[config.mk]
export PLATFORM = sky130hd
export DESIGN_NAME = ethernet_tx_arbiter
export DESIGN_NICKNAME = d
export VERILOG_FILES = /design/src/rtl/ethernet_tx_arbiter.sv
export SDC_FILE = /design/constraint.sdc
export NUM_CORES = 1
export LEC_CHECK = 0
export CORE_UTILIZATION = 54
export CTS_CLUSTER_DIAMETER = 40
export DETAILED_ROUTE_END_ITERATION = 6
export DONT_BUFFER_PORTS = 1
export PLACE_DENSITY = 0.74
export SETUP_SLACK_MARGIN = 0.3
export SLEW_MARGIN = 20
export SYNTH_ARGS = -nofsm -noshare
export SYNTH_HDL_FRONTEND = slang
export SYNTH_SLANG_ARGS = --single-unit
[constraint.sdc]
create_clock -name clk -period 1.4 [get_ports clk]
set_input_delay 0.21 -clock clk [delete_from_list [all_inputs] [get_ports clk]]
set_output_delay 0.21 -clock clk [all_outputs]
set_load 0.01 [all_outputs]
[src/rtl/ethernet_tx_arbiter.sv]
// Round-robin arbiter sharing one MAC TX byte bus between NUM_PORTS frame sources.
// Optional grant watchdog enabled by defining ETH_TX_ARBITER_WATCHDOG_EN.
module ethernet_tx_arbiter #(
  parameter int NUM_PORTS        = 4,
  parameter int WATCHDOG_TIMEOUT = 4096
) (
  input  logic                   clk,
  input  logic                   reset,
  input  logic [NUM_PORTS-1:0]   req,
  output logic [NUM_PORTS-1:0]   grant,
  input  logic [NUM_PORTS-1:0]   in_start,
  input  logic [NUM_PORTS-1:0]   in_data_valid,
  input  logic [8*NUM_PORTS-1:0] in_data,
  input  logic [NUM_PORTS-1:0]   in_done,
  input  logic                   mac_tx_ready,
  output logic                   mac_tx_start,
  output logic                   mac_tx_data_valid,
  output logic [7:0]             mac_tx_data,
  output logic                   watchdog_abort
);

  localparam int IDX_W = $clog2(NUM_PORTS);

  typedef enum logic [1:0] {
    IDLE       = 2'd0,
    GRANTED    = 2'd1,
    WAIT_BUSY  = 2'd2,
    WAIT_READY = 2'd3
  } state_t;

  state_t               state_r;
  logic [NUM_PORTS-1:0] grant_r;
  logic [IDX_W-1:0]     last_winner_r;
  logic                 started_r;
  logic                 mac_tx_start_r;
  logic                 mac_tx_data_valid_r;
  logic [7:0]           mac_tx_data_r;
  logic                 watchdog_abort_r;

  logic                 found_s;
  logic [IDX_W-1:0]     winner_s;
  logic [IDX_W-1:0]     cand_s;
  logic                 g_start_s;
  logic                 g_valid_s;
  logic                 g_done_s;
  logic [7:0]           g_data_s;
  logic                 fwd_start_s;
  logic                 fwd_valid_s;
  logic                 expire_s;

  function automatic logic [NUM_PORTS-1:0] onehot(input logic [IDX_W-1:0] idx);
    onehot = {{(NUM_PORTS-1){1'b0}}, 1'b1} << idx;
  endfunction

  // Round-robin search starting just above the previous winner
  always_comb begin
    found_s  = 1'b0;
    winner_s = last_winner_r;
    cand_s   = last_winner_r;
    for (int i = 1; i <= NUM_PORTS; i++) begin
      cand_s   = IDX_W'((int'(last_winner_r) + i) % NUM_PORTS);
      winner_s = (!found_s && req[cand_s]) ? cand_s : winner_s;
      found_s  = found_s | req[cand_s];
    end
  end

  // AND-OR select of the granted source; grant_r is one-hot or zero
  always_comb begin
    g_data_s = 8'h00;
    for (int i = 0; i < NUM_PORTS; i++) begin
      g_data_s = g_data_s | (in_data[i*8 +: 8] & {8{grant_r[i]}});
    end
  end

  assign g_start_s   = |(in_start & grant_r);
  assign g_valid_s   = |(in_data_valid & grant_r);
  assign g_done_s    = |(in_done & grant_r);
  assign fwd_start_s = g_start_s & ~started_r;
  assign fwd_valid_s = g_valid_s & (started_r | g_start_s);

`ifdef ETH_TX_ARBITER_WATCHDOG_EN
  localparam int WD_W = $clog2(WATCHDOG_TIMEOUT + 1);

  logic [WD_W-1:0] wd_cnt_r;
  logic            activity_s;

  assign activity_s = g_start_s | g_valid_s | g_done_s;
  assign expire_s   = (state_r == GRANTED) && !activity_s &&
                      (wd_cnt_r == WD_W'(WATCHDOG_TIMEOUT - 1));

  // Idle-clock counter, cleared by any activity from the granted source
  always_ff @(posedge clk) begin
    if (reset) begin
      wd_cnt_r <= '0;
    end else if (state_r != GRANTED || activity_s) begin
      wd_cnt_r <= '0;
    end else begin
      wd_cnt_r <= wd_cnt_r + WD_W'(1'b1);
    end
  end
`else
  assign expire_s = 1'b0;
`endif

  // Arbitration FSM with registered grant and MAC-side outputs
  always_ff @(posedge clk) begin
    if (reset) begin
      state_r             <= IDLE;
      grant_r             <= '0;
      last_winner_r       <= IDX_W'(NUM_PORTS - 1);
      started_r           <= 1'b0;
      mac_tx_start_r      <= 1'b0;
      mac_tx_data_valid_r <= 1'b0;
      mac_tx_data_r       <= 8'h00;
      watchdog_abort_r    <= 1'b0;
    end else begin
      mac_tx_start_r      <= 1'b0;
      mac_tx_data_valid_r <= 1'b0;
      watchdog_abort_r    <= 1'b0;
      case (state_r)
        IDLE: begin
          if (mac_tx_ready && found_s) begin
            grant_r       <= onehot(winner_s);
            last_winner_r <= winner_s;
            started_r     <= 1'b0;
            state_r       <= GRANTED;
          end
        end
        GRANTED: begin
          mac_tx_start_r      <= fwd_start_s;
          mac_tx_data_valid_r <= fwd_valid_s;
          if (fwd_valid_s) begin
            mac_tx_data_r <= g_data_s;
          end
          if (fwd_start_s) begin
            started_r <= 1'b1;
          end
          // A frame that never started leaves nothing for the MAC to drain
          if (g_done_s || expire_s) begin
            grant_r          <= '0;
            watchdog_abort_r <= expire_s;
            state_r          <= (started_r || fwd_start_s) ? WAIT_BUSY : IDLE;
          end
        end
        WAIT_BUSY: begin
          if (!mac_tx_ready) begin
            state_r <= WAIT_READY;
          end
        end
        WAIT_READY: begin
          if (mac_tx_ready) begin
            state_r <= IDLE;
          end
        end
        default: begin
          state_r <= IDLE;
          grant_r <= '0;
        end
      endcase
    end
  end

  assign grant             = grant_r;
  assign mac_tx_start      = mac_tx_start_r;
  assign mac_tx_data_valid = mac_tx_data_valid_r;
  assign mac_tx_data       = mac_tx_data_r;
  assign watchdog_abort    = watchdog_abort_r;

endmodule

==> qor.txt <==
ANT nets after route: 0
Busiest layer in global routing: met2
Worst vdd rail ir drop: 0.618 mV
GRT met1 Usage: 0.416
Critical-path top delay cell: sky130_fd_sc_hd__dfxtp_4
Startpoint kind of the worst setup timing path: flop
Max clock buf depth: 2
Number of I/O port buffers: 0
Capturing element type of the critical path: flop
Final critical-path required period: 1.31 ns
Setup-failing EPs final: 0
Synth Register Bits: 19
Max cap viols: 0
Buffer cell driving the clock tree root: sky130_fd_sc_hd__clkbuf_4
Placeable core region: 0.00176 mm²
Aggregate global routing overflow: 0
Die Span Y: 45.8 µm
Overall routed net length: 3280 µm
Hold crit path type: primary input to flop
Initial standard-cell utilization of the core: 0.588
Overall routing resource usage: 0.288
Number of iterations in the first detailed-routing pass: 4
First-pass GRT wire length: 4310 µm
Met2 track utilization from global routing: 0.451
Worst setup path startpoint: last_winner_r[1]
Layout overhead on the synthesized area: 40.9%
H-tree levels: 1
Ratio of cells with drive above 1 in the final layout: 0.496
Area enclosed by the die boundary: 0.00210 mm²
Relative slew slack: 0.660
Maximum number of pins on one net before global-route repair: 19
Clock buffers created by TritonCTS: 3
Setup tns final: 0 ns
Worst skew pair latency: 0.29 ns
Total power after layout: 1300 µW
Syn Nets: 164
Final worst path period share: 0.937
Via count normalized by instance count: 7.21
Highest attainable clock frequency: 762 MHz
Net count, final: 183
Count of routing violations after the opening detailed-route iteration: 45
Post-Syn Area: 0.00104 mm²
Total leakage power: 0.000527 µW
Register area share after synthesis: 0.367
Leading cell type in the layout, fill and taps excluded: sky130_fd_sc_hd__buf_4
Total number of vias: 1124
CP required: 1.59 ns
Slowest cell delay on critical path: 0.39 ns
GR met3 Demand/Resource: 0.0516
Final Instance Area: 0.00146 mm²
Worst hold path startpoint: reset
Global placement routability congestion: 0.812
Worst clock skew: 0.00587 ns
Dominant cells by area after synthesis: sky130_fd_sc_hd__dfxtp_1 37%, sky130_fd_sc_hd__a221oi_1 6.8%, sky130_fd_sc_hd__a22o_1 6.8%, sky130_fd_sc_hd__a311oi_1 6.8%, sky130_fd_sc_hd__a21oi_1 5.8%
Cell count after synthesis: 113
Slew at the pin with the worst max-slew slack: 0.510 ns
Number of global-route vias before repair: 920
Die Span X: 45.8 µm
Initial antenna violation count: 0
Post-placement cell area: 0.00114 mm²
Count of clock tree sinks: 19
Post-synth top area share: 0.367
Post-route worst setup slack: 0.0880 ns
Ys Warns: 0
Routed WL per cell: 21.0 µm
CP arrival: 1.51 ns
Start-to-end type of the worst setup path: flop to flop
Mean Syn Cell Area: 9.18 µm²
Setup repair after global routing missed its margin: yes
Clock transition time at the flip-flop clock pins of the worst setup and hold paths: 0.11 ns
Startpoint of the worst register-to-register path: last_winner_r[1]
Core Rows: 15
Pins over their slew limit: 0
Final Hold Violating Endpoints: 0
Count of different cell masters after synthesis: 36
Number of I/O pins: 66
Total power per unit cell area: 887 mW/mm²
Post-synth top area cell: sky130_fd_sc_hd__dfxtp_1
Dpl hpwl: 2040 µm
End-of-flow core utilization: 0.828
Outcome: finished clean
Number of remaining DRC errors: 0
Cells along the critical path: or2b_1, a21oi_4, or3_4, a32o_2
Total inserted antenna cells: 0
CP Max Fanout: 5
# fillers: 110
Post-place setup slack: 0.0261 ns
Most frequent cells in the layout: 16 x sky130_fd_sc_hd__buf_4, 12 x sky130_fd_sc_hd__dfxtp_1, 10 x sky130_fd_sc_hd__a21oi_1, 8 x sky130_fd_sc_hd__a22o_1, 8 x sky130_fd_sc_hd__a311oi_1
TritonCTS clock tree: done
-- cell type report --
cell class / count / area, µm² / share of cell area
clock inverters: 1 / 5.00 / 0.00342
well taps: 25 / 31.3 / 0.0214
multi-input cells: 84 / 779 / 0.533
inverters: 2 / 7.51 / 0.00514
clock buffers: 3 / 22.5 / 0.0154
flip-flops and latches: 19 / 404 / 0.277
repair buffers: 22 / 211 / 0.145
-- critical path: cells and delay by family (launching register included) --
kind	cells	cell delay (ns)
flip-flops	1	0.39
AND/OR/NAND/NOR	2	0.48
AO/OA/AOI/OAI	2	0.34
-- stage by stage --
step           cells  hold WS [ns]
2_1_floorplan    113         0.282
3_3_place_gp     139         0.284
3_5_place_dp     139         0.286
4_1_cts          153        0.0773
5_1_grt          156        0.0883
6_report         156        0.0843
-- cells by family (layout without fill, tap and decap cells) --
family                 count (synthesis)  count (layout)  synth area share
AOI/OAI and AO/OA                     58              58             0.450
and+or+nand+nor                       25              25             0.139
DFF                                   19              19             0.367
buffers and inverters                 10              28            0.0410
other                                  1               1           0.00362
-- state kept, by name, summed over array words and instances (netlist names), named ones only --
name	cells
mac_tx_data	8
state_r	1
mac_tx_start	1
started_r	1
last_winner_r	2
mac_tx_data_valid	1
grant	4
-- final timing paths --
path / cells past startpoint / slack (ns) / endpoint
max reg2reg: 4 / 0.09 / grant[1]
min: 2 / 0.08 / last_winner_r[1]
max: 4 / 0.09 / grant[1]
min reg2reg: 1 / 0.50 / mac_tx_start
-- power by group --
part           switching, µW  total [µW]  internal [µW]  leakage, µW
registers               40.8         604            563     0.000158
logic                    203         411            208     0.000351
clock network            175         281            106    0.0000177
-- synth_stat cells (all sizes together) --
cell type   n
nand2       5
a311oi      8
nand3b      2
dfxtp      19
a22o        8
a221oi      8
a32o        4
nor3b       1
nor4        1
a21oi      13
nor2b       2
conb        1
clkbuf      6
o311a       1
o21a        1
or3         1
a22oi       6
inv         2
a2111oi     1
o311ai      1
a211oi      2
o21ai       2
nor3        1
nor2        5
buf         2
nand2b      2
a32oi       2
and3        2
or2b        1
nand3       1
or4         1
o211ai      1
-- what timing repair did --
action                                  4_1_cts  5_1_grt
setup buffers                                 9        2
endpoints found under the setup margin       20       21
gates resized for setup                      25       16
hold endpoints to repair                     12        0
cloned                                        0        1
pin swaps                                    13       13
hold buffers                                  1        0
-- routing by layer --
metal	vias up	part of all wire
li1	506	-
met1	530	0.38
met2	77	0.49
met3	11	0.12
met4	0	0.012
met5	-	0
No activity file was read; power rests on OpenSTA's default activity.
==> RTL edit 1: new RTL, config.mk and constraints unchanged <==
The 4 states of `state_t` get a one-hot encoding in 4 bits.
--- a/src/rtl/ethernet_tx_arbiter.sv
+++ b/src/rtl/ethernet_tx_arbiter.sv
@@ -23,7 +23,7 @@
 
-  typedef enum logic [1:0] {
-    IDLE       = 2'd0,
-    GRANTED    = 2'd1,
-    WAIT_BUSY  = 2'd2,
-    WAIT_READY = 2'd3
+  typedef enum logic [3:0] {
+    IDLE       = 4'b0001,
+    GRANTED    = 4'b0010,
+    WAIT_BUSY  = 4'b0100,
+    WAIT_READY = 4'b1000
   } state_t;
Formal check against the unedited RTL: no difference found for any inputs over 4 cycles, from zero or initial values and one cycle with reset high; so few cycles prove little.
==> RTL edit 1 against the unedited design <==
The run now ends with setup timing left; clock power increased by 8.5%; total power increased by 5.7%; wire length grew 20%; sequential cell count is 2 higher; synthesized area is 15% higher; design area grew 10%; count of clock-buffer cells in the layout unchanged; combinational power about the same; worst setup slack got worse by 0.42 ns; largest power group unchanged; highest routed layer unchanged.
==> RTL edit 1: results (changes against the unedited design) <==
Status
The flow ran to the end, but the final reports show violations. The final reports fail on setup timing.

Final layout
The layout net count is 209 (+14%). The number of inserted filler cells in the final layout came to 125 (+14%). The number of diodes was 0 (unchanged). The fraction of layout cells with a size suffix above 1 is 0.389 (-0.108).

Logic synthesis
The sequential fraction of the synthesis area is 0.351 (-0.0156). The synthesized netlist net count is 187 (+14%). The number of warnings printed during yosys synthesis is 0 (unchanged). In the synthesized netlist, the cells that appear most often are 21 x dfxtp_1, 15 x a21oi_1, 10 x nand2_1. The count of different cell masters after synthesis came to 38 (+5.6%). The cell count after synthesis is 136 (+20%). In the post-synthesis netlist, the biggest area contributors are dfxtp_1 35%, a21oi_1 6.3%, a221oi_1 5.9%.

Clock tree
The clock network latency to the later pin of the worst-skew pair is 0.31 ns (+0.02 ns). The number of buffers created by CTS is 3 (unchanged).

Critical path
The maximum net fanout on the critical path is 8 (+3). The data arrival time of the critical path is 1.95 ns (+0.44 ns). The cell with the biggest individual delay on the critical path is or4b_4.

The capture instance of the worst register-to-register path is mac_tx_data[1]$_SDFFE_PP0P_. The highest cell delay on the worst timing path came to 0.55 ns (+0.16 ns). In this run the critical register-to-register path is launched from state_r[2]$_SDFFE_PP0P_. The cell count of the worst reg-to-reg path is 5 (+1). The critical path capture point is mac_tx_data[1]$_SDFFE_PP0P_.

Power and ir drop
The maximum VDD drop was 630 µV (+1.8%). The ratio of total power to cell area is 850 mW/mm² (-4.1%). The leakage component of the power is 0.585 nW (+11%).

STA
The setup slack after layout came to -0.330 ns (-0.418 ns). The worst hold slack was 0.00606 ns (-0.0783 ns). The remaining max-slew budget at the tightest pin is 0.647 (-0.0126). The worst clock skew on the final layout came to 0.00570 ns (-0.000176 ns). The number of setup violations in the final report is 21 (+21).

The total negative slack was -4.56 ns (-4.56 ns).

Route
The routed length per placed instance is 21.4 µm (+1.9%). The number of vias per cell after detailed routing is 7.07 (-1.9%). The number of DRC violations after detailed-routing iteration 0 is 54 (+20%). The total number of vias was 1300 (+16%).

Placement
The weighted congestion reported at the end of routability-driven placement was 0.871 (+7.2%). The instance area after placement is 0.00131 mm² (+14%). The number of placed instances, taps included was 168 (+21%).

Global routing
The number of global-route vias before repair was 1215 (+32%). The maximum number of pins on one net before global-route repair came to 18 (-1). The wire length of the first global-routing pass is 5.62 mm (+31%).

The total global-route track usage was 0.304 (+0.0162).

Hold path
For hold timing, the worst endpoint is last_winner_r[1]$_SDFFE_PP1P_.
RTL edit 1: cell types whose count changed after synthesis, moves of 3 or more:
cell	delta
a21oi_1	+3
a32o_2	-4
o21ai_0	+3
buf_2	+4
nand2_1	+5
nor4b_1	+3
RTL edit 1: logic make-up (layout without fill, tap and decap cells):
group                     count (synthesis)  in the layout  share of synthesized area
DFF                                      21             21                      0.351
other                                     1              1                    0.00313
buffers and inverters                    14             35                     0.0616
muxes                                     1              1                    0.00836
xor gates and xnor gates                  1              1                    0.00732
and+or+nand+nor                          36             36                      0.175
AOI/OAI and AO/OA                        62             62                      0.394
RTL edit 1: worst max-delay path: cells and delay by family, from the launching register on:
kind	cells	cell delay (ns)
buf+inv	1	0.16
simple gates	1	0.55
compound gates	3	0.55
flops	1	0.37
RTL edit 1: power by group:
part	leakage (nW)	switching (mW)	internal (mW)
registers	0.175	0.0321	0.621
clock network	0.0177	0.198	0.107
logic	0.392	0.215	0.196
total	0.585	0.445	0.924
RTL edit 1: layout make-up:
class / count / area share
multi-input cells: 101 / 0.506
repair buffers: 29 / 0.179
clock buffers: 3 / 0.0140
flip-flops and latches: 21 / 0.273
clock inverters: 1 / 0.00311
inverters: 2 / 0.00466
well taps: 27 / 0.0210
RTL edit 1: metal layers:
metal | wire, µm | share of wire | track usage | vias up
li1 | - | - | - | 585
met1 | 1560 | 0.39 | 0.345 | 628
met5 | 0 | 0 | 0 | -
met3 | 311 | 0.079 | 0.103 | 13
met2 | 1970 | 0.50 | 0.516 | 74
met4 | 104 | 0.026 | 0.123 | 0
RTL edit 1: repair_timing:
action	4_1_cts	5_1_grt
pin swaps	0	7
buffers inserted	6	3
hold endpoints to repair	11	2
setup endpoints to repair	24	25
gates resized for setup	17	24
gates cloned	0	1
hold buffers	1	1
==> RTL edit 2: new RTL, config.mk and constraints unchanged <==
Without the edit above. `NUM_PORTS`: 4 -> 8.
--- a/src/rtl/ethernet_tx_arbiter.sv
+++ b/src/rtl/ethernet_tx_arbiter.sv
@@ -3,3 +3,3 @@
 module ethernet_tx_arbiter #(
-  parameter int NUM_PORTS        = 4,
+  parameter int NUM_PORTS        = 8,
   parameter int WATCHDOG_TIMEOUT = 4096
Ports: changed (6 resized); port bits go from 66 to 118. The function was not compared with the original's and may differ.
==> RTL edit 2 against the unedited design <==
The flow now finishes with violations (setup timing); synthesized area up 130%; utilization up 1.7 points; design area up 140%; largest cell class unchanged; sequential cell count rose by 5; via count increased to 2.6 times the old value; worst setup slack worse by 1.7 ns; first-iteration DRC count grew to 10 times the old value; wire length rose to 3.3 times the old value.
Power is left out: it rests on default switching activity, and per cell area and clock period it moved more than threefold.
==> RTL edit 2: results (changes against the unedited design) <==
Critical path
The maximum net fanout on the critical path is 8 (+3). The largest individual stage delay along the critical path comes from the cell or3_4. The highest cell delay on the worst timing path is 0.43 ns (+0.04 ns). The cell count of the worst reg-to-reg path is 10 (+6).

The endpoint identified for the worst register-to-register timing path is grant[5]$_SDFFE_PP0P_.

Global routing
The met2 track demand over resource in global routing is 0.599 (+0.148). The total global-route track usage was 0.389 (+0.101). The wire length of the first global-routing pass came to 13.1 mm (+200%).

Logic synthesis
The per-instance average area after synthesis is 9.90 µm² (+7.9%). The flop and latch count out of synthesis came to 24 (+5). The synthesized netlist net count is 340 (+110%). The count of different cell masters after synthesis is 55 (+53%). The complex-gate fraction of the synthesized area is 0.327 (-0.123). The parity-gate share of the synthesized area counting xor and xnor cells came to 0.0185 (+0.0185).

Clock tree
The number of resized instances in the post-cts repair step was 56 (+120%). The clock-pin slew reported for the worst setup and hold paths after clock tree synthesis is 0.09 ns (-0.02 ns). The count of buffers added by post-CTS timing repair for setup is 12 (+3). Clock tree synthesis selected as its root buffer the cell clkbuf_8.

Final layout
The multi-input combinational cell count was 193 (+130%). The number of inserted filler cells in the final layout is 192 (+75%). The layout net count is 412 (+130%). The non-clock buffer share of cell area is 0.216 (+0.0715). The sequential share of cell area was 0.146 (-0.130). The fraction of layout cells with a size suffix above 1 is 0.558 (+0.0619).

Route
The number of DRC violations after detailed-routing iteration 0 is 454 (+910%). The first-pass iteration count of the detailed router came to 5 (+1). The met1 routed wirelength after detailed routing is 3.82 mm (+210%). The amount of wire on met2 after detailed routing is 5.00 mm (+210%).

The number of vias per cell after detailed routing is 8.03 (+11%).

STA
The worst clock skew on the final layout is 0.00387 ns (-0.00200 ns). The transition time at the pin with the least slew margin is 0.558 ns (+0.0477 ns). The number of setup violations in the final report is 23 (+23). The setup slack after layout came to -1.64 ns (-1.73 ns).

Placement
The number of placed instances, taps included was 331 (+140%). The sum of net half-perimeters after detailed placement was 5.83 mm (+190%).

Status
The run finished, with violations left. The checks that failed: setup timing.
[RTL edit 2: metrics by stage]
step / hold WS [ns] / util / setup TNS, ns / instance area, µm² / setup WS [ns]
3_3_place_gp: 0.282 / 0.684 / -19.75 / 2810 / -1.42
6_report: 0.0874 / 0.845 / -21.44 / 3480 / -1.64
4_1_cts: 0.00183 / 0.790 / -18.28 / 3250 / -1.48
2_1_floorplan: 0.310 / - / -23.07 / 2480 / -1.93
3_5_place_dp: 0.283 / 0.684 / -21.18 / 2810 / -1.55
5_1_grt: 0.0873 / 0.845 / -22.48 / 3480 / -1.68
[RTL edit 2: worst min-delay path by stage]
stage	from	endpoint	slack, ns	depth (start not counted)
finish	reset	last_winner_r[1]$_SDFFE_PP1P_	0.09	2
global route	reset	last_winner_r[1]$_SDFFE_PP1P_	0.09	2
CTS	reset	mac_tx_data[0]$_SDFFE_PP0P_	0.002	1
detailed placement	reset	flop	0.28	1
global placement	reset	flop	0.28	1
floorplan	reset	last_winner_r[1]$_SDFFE_PP1P_	0.31	2
